### src/rtl/sub16_block_accum.sv
// sub16_block_accum: consumes (difference, overflow) samples from a 16-bit
// signed subtractor. Wrapped differences are replaced by their saturated true
// value, BLOCK_LEN samples are summed into a saturating accumulator, and each
// block result is presented over a valid/ready output handshake.
module sub16_block_accum #(
  parameter int WIDTH     = 16,
  parameter int ACC_WIDTH = 24,
  parameter int BLOCK_LEN = 8,
  parameter int CNT_W     = 8
) (
  input  logic                 clk,
  input  logic                 rst,
  input  logic                 clear,
  input  logic                 in_valid,
  output logic                 in_ready,
  input  logic [WIDTH-1:0]     in_diff,
  input  logic                 in_ovf,
  input  logic                 in_a_sign,
  output logic                 out_valid,
  input  logic                 out_ready,
  output logic [ACC_WIDTH-1:0] out_sum,
  output logic                 out_sat,
  output logic [CNT_W-1:0]     out_ovf_cnt,
  output logic                 sticky_ovf
);

  // Sample counter wide enough for BLOCK_LEN-1, at least one bit.
  localparam int CB = (BLOCK_LEN > 1) ? $clog2(BLOCK_LEN) : 1;
  localparam logic [CB-1:0] LAST_IDX = CB'(BLOCK_LEN - 1);

  localparam logic [WIDTH-1:0]     X_MAX   = {1'b0, {(WIDTH-1){1'b1}}};
  localparam logic [WIDTH-1:0]     X_MIN   = {1'b1, {(WIDTH-1){1'b0}}};
  localparam logic [ACC_WIDTH-1:0] ACC_MAX = {1'b0, {(ACC_WIDTH-1){1'b1}}};
  localparam logic [ACC_WIDTH-1:0] ACC_MIN = {1'b1, {(ACC_WIDTH-1){1'b0}}};

  typedef enum logic {S_ACCUM, S_OUTPUT} state_t;

  state_t               state_q, state_d;
  logic [ACC_WIDTH-1:0] acc_q, acc_d;
  logic [CB-1:0]        count_q, count_d;
  logic                 blk_sat_q, blk_sat_d;
  logic [CNT_W-1:0]     blk_ovf_cnt_q, blk_ovf_cnt_d;
  logic                 out_valid_q, out_valid_d;
  logic [ACC_WIDTH-1:0] out_sum_q, out_sum_d;
  logic                 out_sat_q, out_sat_d;
  logic [CNT_W-1:0]     out_ovf_cnt_q, out_ovf_cnt_d;
  logic                 sticky_ovf_q, sticky_ovf_d;

  logic [WIDTH-1:0]     x;
  logic [ACC_WIDTH:0]   sum_wide;
  logic                 clamp_hi, clamp_lo;
  logic [ACC_WIDTH-1:0] acc_clamped;
  logic                 sat_next;
  logic [CNT_W-1:0]     ovf_cnt_next;
  logic                 accept;

  // Ready depends only on state, so there is no path from out_ready to in_ready.
  assign in_ready = (state_q == S_ACCUM);
  assign accept   = in_valid & in_ready;

  // Datapath: corrected sample, one-bit-wider sum, clamp and per-block counters.
  // NOTE: combinational blocks use blocking (=) assignments so later lines see
  // the values computed above them; sequential blocks use non-blocking (<=).
  always_comb begin
    x            = in_ovf ? (in_a_sign ? X_MIN : X_MAX) : in_diff;
    sum_wide     = {acc_q[ACC_WIDTH-1], acc_q}
                 + {{(ACC_WIDTH + 1 - WIDTH){x[WIDTH-1]}}, x};
    // Top two bits disagree only when the true sum left the ACC_WIDTH range.
    clamp_hi     = ~sum_wide[ACC_WIDTH] &  sum_wide[ACC_WIDTH-1];
    clamp_lo     =  sum_wide[ACC_WIDTH] & ~sum_wide[ACC_WIDTH-1];
    acc_clamped  = clamp_hi ? ACC_MAX : (clamp_lo ? ACC_MIN : sum_wide[ACC_WIDTH-1:0]);
    sat_next     = blk_sat_q | clamp_hi | clamp_lo;
    ovf_cnt_next = (in_ovf && (blk_ovf_cnt_q != {CNT_W{1'b1}}))
                 ? blk_ovf_cnt_q + CNT_W'(1) : blk_ovf_cnt_q;
  end

  // Next-state logic for the ACCUM/OUTPUT controller and all registered state.
  // NOTE: every target gets a default first so no path leaves it unassigned,
  // which would otherwise infer a latch.
  always_comb begin
    state_d       = state_q;
    acc_d         = acc_q;
    count_d       = count_q;
    blk_sat_d     = blk_sat_q;
    blk_ovf_cnt_d = blk_ovf_cnt_q;
    out_valid_d   = out_valid_q;
    out_sum_d     = out_sum_q;
    out_sat_d     = out_sat_q;
    out_ovf_cnt_d = out_ovf_cnt_q;
    sticky_ovf_d  = sticky_ovf_q;

    unique case (state_q)
      S_ACCUM: begin
        if (accept) begin
          sticky_ovf_d = sticky_ovf_q | in_ovf;
          if (count_q == LAST_IDX) begin
            // Last sample of the block: publish results and start a fresh block.
            state_d       = S_OUTPUT;
            out_valid_d   = 1'b1;
            out_sum_d     = acc_clamped;
            out_sat_d     = sat_next;
            out_ovf_cnt_d = ovf_cnt_next;
            acc_d         = '0;
            count_d       = '0;
            blk_sat_d     = 1'b0;
            blk_ovf_cnt_d = '0;
          end else begin
            acc_d         = acc_clamped;
            count_d       = count_q + CB'(1);
            blk_sat_d     = sat_next;
            blk_ovf_cnt_d = ovf_cnt_next;
          end
        end
      end
      S_OUTPUT: begin
        if (out_ready) begin
          state_d     = S_ACCUM;
          out_valid_d = 1'b0;
        end
      end
      default: state_d = S_ACCUM;
    endcase

    // Abort wins over any accept or handshake in the same cycle.
    if (clear) begin
      state_d       = S_ACCUM;
      acc_d         = '0;
      count_d       = '0;
      blk_sat_d     = 1'b0;
      blk_ovf_cnt_d = '0;
      out_valid_d   = 1'b0;
      sticky_ovf_d  = 1'b0;
    end
  end

  // State register with asynchronous reset.
  always_ff @(posedge clk or posedge rst) begin
    if (rst) begin
      state_q       <= S_ACCUM;
      acc_q         <= '0;
      count_q       <= '0;
      blk_sat_q     <= 1'b0;
      blk_ovf_cnt_q <= '0;
      out_valid_q   <= 1'b0;
      out_sum_q     <= '0;
      out_sat_q     <= 1'b0;
      out_ovf_cnt_q <= '0;
      sticky_ovf_q  <= 1'b0;
    end else begin
      state_q       <= state_d;
      acc_q         <= acc_d;
      count_q       <= count_d;
      blk_sat_q     <= blk_sat_d;
      blk_ovf_cnt_q <= blk_ovf_cnt_d;
      out_valid_q   <= out_valid_d;
      out_sum_q     <= out_sum_d;
      out_sat_q     <= out_sat_d;
      out_ovf_cnt_q <= out_ovf_cnt_d;
      sticky_ovf_q  <= sticky_ovf_d;
    end
  end

  assign out_valid   = out_valid_q;
  assign out_sum     = out_sum_q;
  assign out_sat     = out_sat_q;
  assign out_ovf_cnt = out_ovf_cnt_q;
  assign sticky_ovf  = sticky_ovf_q;

endmodule

### config.mk
export PLATFORM = sky130hd
export DESIGN_NAME = sub16_block_accum
export DESIGN_NICKNAME = d
export VERILOG_FILES = /design/src/rtl/sub16_block_accum.sv
export SDC_FILE = /design/constraint.sdc
export NUM_CORES = 1
export LEC_CHECK = 0
export CAP_MARGIN = 20
export CORE_ASPECT_RATIO = 1.5
export CORE_MARGIN = 2
export CORE_UTILIZATION = 57
export CTS_BUF_LIST = sky130_fd_sc_hd__clkbuf_8
export DETAILED_ROUTE_END_ITERATION = 16
export GPL_TIMING_DRIVEN = 0
export MAX_ROUTING_LAYER = met4
export PLACE_DENSITY = 0.79
export REMOVE_ABC_BUFFERS = 1
export SLEW_MARGIN = 20
export SYNTH_ARGS = -nofsm -noshare
export SYNTH_HDL_FRONTEND = slang
export SYNTH_SLANG_ARGS = --single-unit
### constraint.sdc
create_clock -name clk -period 7.59 [get_ports clk]
set_clock_uncertainty 0.2 [all_clocks]
set_input_delay 1.518 -clock clk [delete_from_list [all_inputs] [get_ports clk]]
set_output_delay 1.518 -clock clk [all_outputs]
set_load 0.01 [all_outputs]
==> impl_metrics.json <==
{
  "synthTopCellsByCount": "nand2_1, dfrtp_1, o21ai_0, o21ai_1, ha_1",
  "syn_inst": 501,
  "cp.arrival_ns": 6.01,
  "critPathMaxStageDelay_ns": 0.83,
  "htreeDepth": 3,
  "port_buffers": 58,
  "finalSetupTns_ns": 0,
  "hold_path_depth": 2,
  "grt.total_usage": 0.253,
  "dpl.hpwl_mm": 7.26,
  "rsz0062_at_grt": "false",
  "coreArea_sq_um": 7610,
  "grt_pass1_wl_mm": 17.1,
  "synth_cell_types": 53,
  "clk_pin_slew_ns": 0.07,
  "setup_viol": 0,
  "synthMuxAreaShare": 0.0148,
  "r2r_slack_ns": 4.01,
  "wirelength_mm": 10.1,
  "wl_per_cell_um": 15.4,
  "cts_setup_buffers": 0,
  "cp_slowest_cell": "clkdlybuf4s50_1",
  "clock_latency_ns": 0.36,
  "io_pins": 59,
  "ys_ff_latch": 72,
  "antenna_found_initial": 0,
  "synthTopCellsByArea": "dfrtp_1, ha_1, nand2_1",
  "synth_area_sq_um": 4470,
  "start_kind": "primary input",
  "firstDrtPassIters": 4,
  "vias": 3782,
  "start_util": 0.588,
  "critPathKind": "in2reg",
  "crit_required_ns": 7.62,
  "min_from": "out_sum[4]$_DFFE_PP0P_",
  "antenna_left": 0,
  "powerDensity_nw_per_um2": 256,
  "utilization": 0.698,
  "wl_met1_mm": 4.20,
  "min_path_type": "reg2reg",
  "synth.top_cell.area_share": 0.403,
  "crit_path_end_kind": "flip-flop",
  "synth-edff-count": 0,
  "initialDrtViolationCount": 196,
  "areaGrowthSynthToFinish_pct": 18.7,
  "timing.rr.end": "out_sum[16]$_DFFE_PP0P_",
  "postCtsResizedCells": 0,
  "reg2regPathDepth": 10,
  "holdBufCountCts": 0,
  "grt_max_degree": 46,
  "drc": 0,
  "antenna_cells": 0,
  "crit_chain": "clkdlybuf4s50_1 > nand2b_1 > o21ai_0 > ha_1 > fa_1 > a211oi_2 > o211ai_1 > a211oi_2 > o21bai_2 > a211o_1 > mux2_4 > a21oi_1 > o21ai_0",
  "first_global_vias": 3728,
  "hold-worst-slack_ns": 0.283,
  "synth.most_common_cell": "nand2_1",
  "ir_worst_vdd_mv": 0.144,
  "stdcell_area_sq_um": 5310,
  "cts_tree": "yes",
  "drive_gt1_frac": 0.0924,
  "synth.largest_area_cell": "dfrtp_1",
  "overflow": 0,
  "r2r_start": "acc_q[0]$_DFFE_PP0P_",
  "die_w_um": 76.3,
  "top_layer_used": "met4",
  "synth_top_family_by_area": "compound AO/OA/AOI/OAI gates",
  "synth_compound_area_frac": 0.262,
  "async_flop_share": 1.00,
  "routed-wl-met2_mm": 5.35,
  "yosys.area_share.simple": 0.143,
  "synth_fa_ha_area_frac": 0.0828,
  "synthFlopType": "dfrtp_1",
  "cts_inserted_buffers": 9,
  "critPathMaxFanout": 23,
  "gp_congestion": 0.851,
  "worstMarginPinSlew_ns": 0.854,
  "max_freq_ghz": 0.167,
  "outcome": "finished, final reports clean",
  "avgViaCountPerCell": 5.78,
  "drv_cap": 0,
  "nets": 599,
  "met3_wirelength_um": 336,
  "place_area_sq_um": 5130,
  "avgSynthCellArea_sq_um": 8.93,
  "finalMaxSlewViolations": 0,
  "synth-seq-area-share": 0.403,
  "clockBufferDepth": 2,
  "die_area_sq_um": 8590,
  "hold_end": "out_sum[4]$_DFFE_PP0P_",
  "cts_root_buffer": "clkbuf_8",
  "cts_sinks": 72,
  "min_period_over_period": 0.788,
  "hold_violations": 0,
  "rows": 39,
  "ys_warn_count": 0,
  "p_leak_nw": 2.42,
  "die_h_um": 112,
  "synth_xor_area_frac": 0.0470,
  "finalCriticalPeriod_ns": 5.98,
  "slew_headroom": 0.429
}
worst max path at each step:
stage               startpoint                       to  slack (ns)  depth (start not counted)
floorplan            in_a_sign    acc_q[21]$_DFFE_PP0P_        2.65                         12
global placement        in_ovf  out_sum[16]$_DFFE_PP0P_        0.90                         13
detailed placement      in_ovf  out_sum[16]$_DFFE_PP0P_        1.25                         13
CTS                     in_ovf  out_sum[16]$_DFFE_PP0P_        1.61                         13
global route            in_ovf  out_sum[16]$_DFFE_PP0P_        1.19                         13
finish                  in_ovf  out_sum[16]$_DFFE_PP0P_        1.61                         13
cell families after synthesis:
logic type / count (synthesis)
compound gates: 185
simple gates: 139
flops: 72
buf+inv: 46
fa+ha+maj: 29
xor+xnor: 24
mux: 6
layout by cell type, fill, tap and decap left out, types with 6 or more instances in the layout:
cell,n
nand2_1,75
dfrtp_1,72
clkdlybuf4s50_1,58
o21ai_0,44
o21ai_1,42
ha_1,28
a21oi_1,27
inv_1,22
nor2_1,20
a21oi_2,20
xnor2_1,15
a21o_1,10
xor2_1,9
clkbuf_8,9
nand2b_1,7
and3_1,6
where the power goes:
group | total [mW] | internal [mW] | switching, mW
combinational | 0.616 | 0.261 | 0.354
sequential | 0.454 | 0.425 | 0.0286
clock | 0.292 | 0.147 | 0.145
total | 1.36 | 0.833 | 0.528
critical path, delay by kind of cell:
| kind | cells | cell delay (ns) |
|---|---|---|
| AO/OA/AOI/OAI | 8 | 1.90 |
| buffers and inverters | 1 | 0.83 |
| adder cells (fa/ha/maj) | 2 | 0.72 |
| AND/OR/NAND/NOR | 1 | 0.60 |
| multiplexers | 1 | 0.43 |
metal layers:
layer | track usage | vias to the layer above
met5 | - | -
met4 | 0.102 | 0
met2 | 0.441 | 73
met3 | 0.0498 | 14
met1 | 0.285 | 1831
li1 | - | 1864
final cells by class:
class | count | area [sq um]
Timing Repair Buffer | 61 | 648
Inverter | 20 | 77.6
Multi-Input combinational cell | 383 | 2470
Fill cell | 655 | 2300
Clock buffer | 9 | 124
Tap cell | 102 | 128
Clock inverter | 7 | 56.3
Sequential cell | 72 | 1800
registers in the layout, summed over array words and instances (netlist names), 3 cells and up:
register,flops
count_q,3
out_sum,24
out_ovf_cnt,8
blk_ovf_cnt_q,8
acc_q,24
stage by stage:
stage,setup slack (ns),instances,total power [mW]
after detailed placement,1.25,638,1.07
after floorplan,2.65,475,0.935
after global routing,1.19,654,1.45
after CTS,1.61,654,1.37
final,1.61,654,1.36
after global placement,0.905,635,1.04
Note: power is estimated with default switching activity, not from simulation.
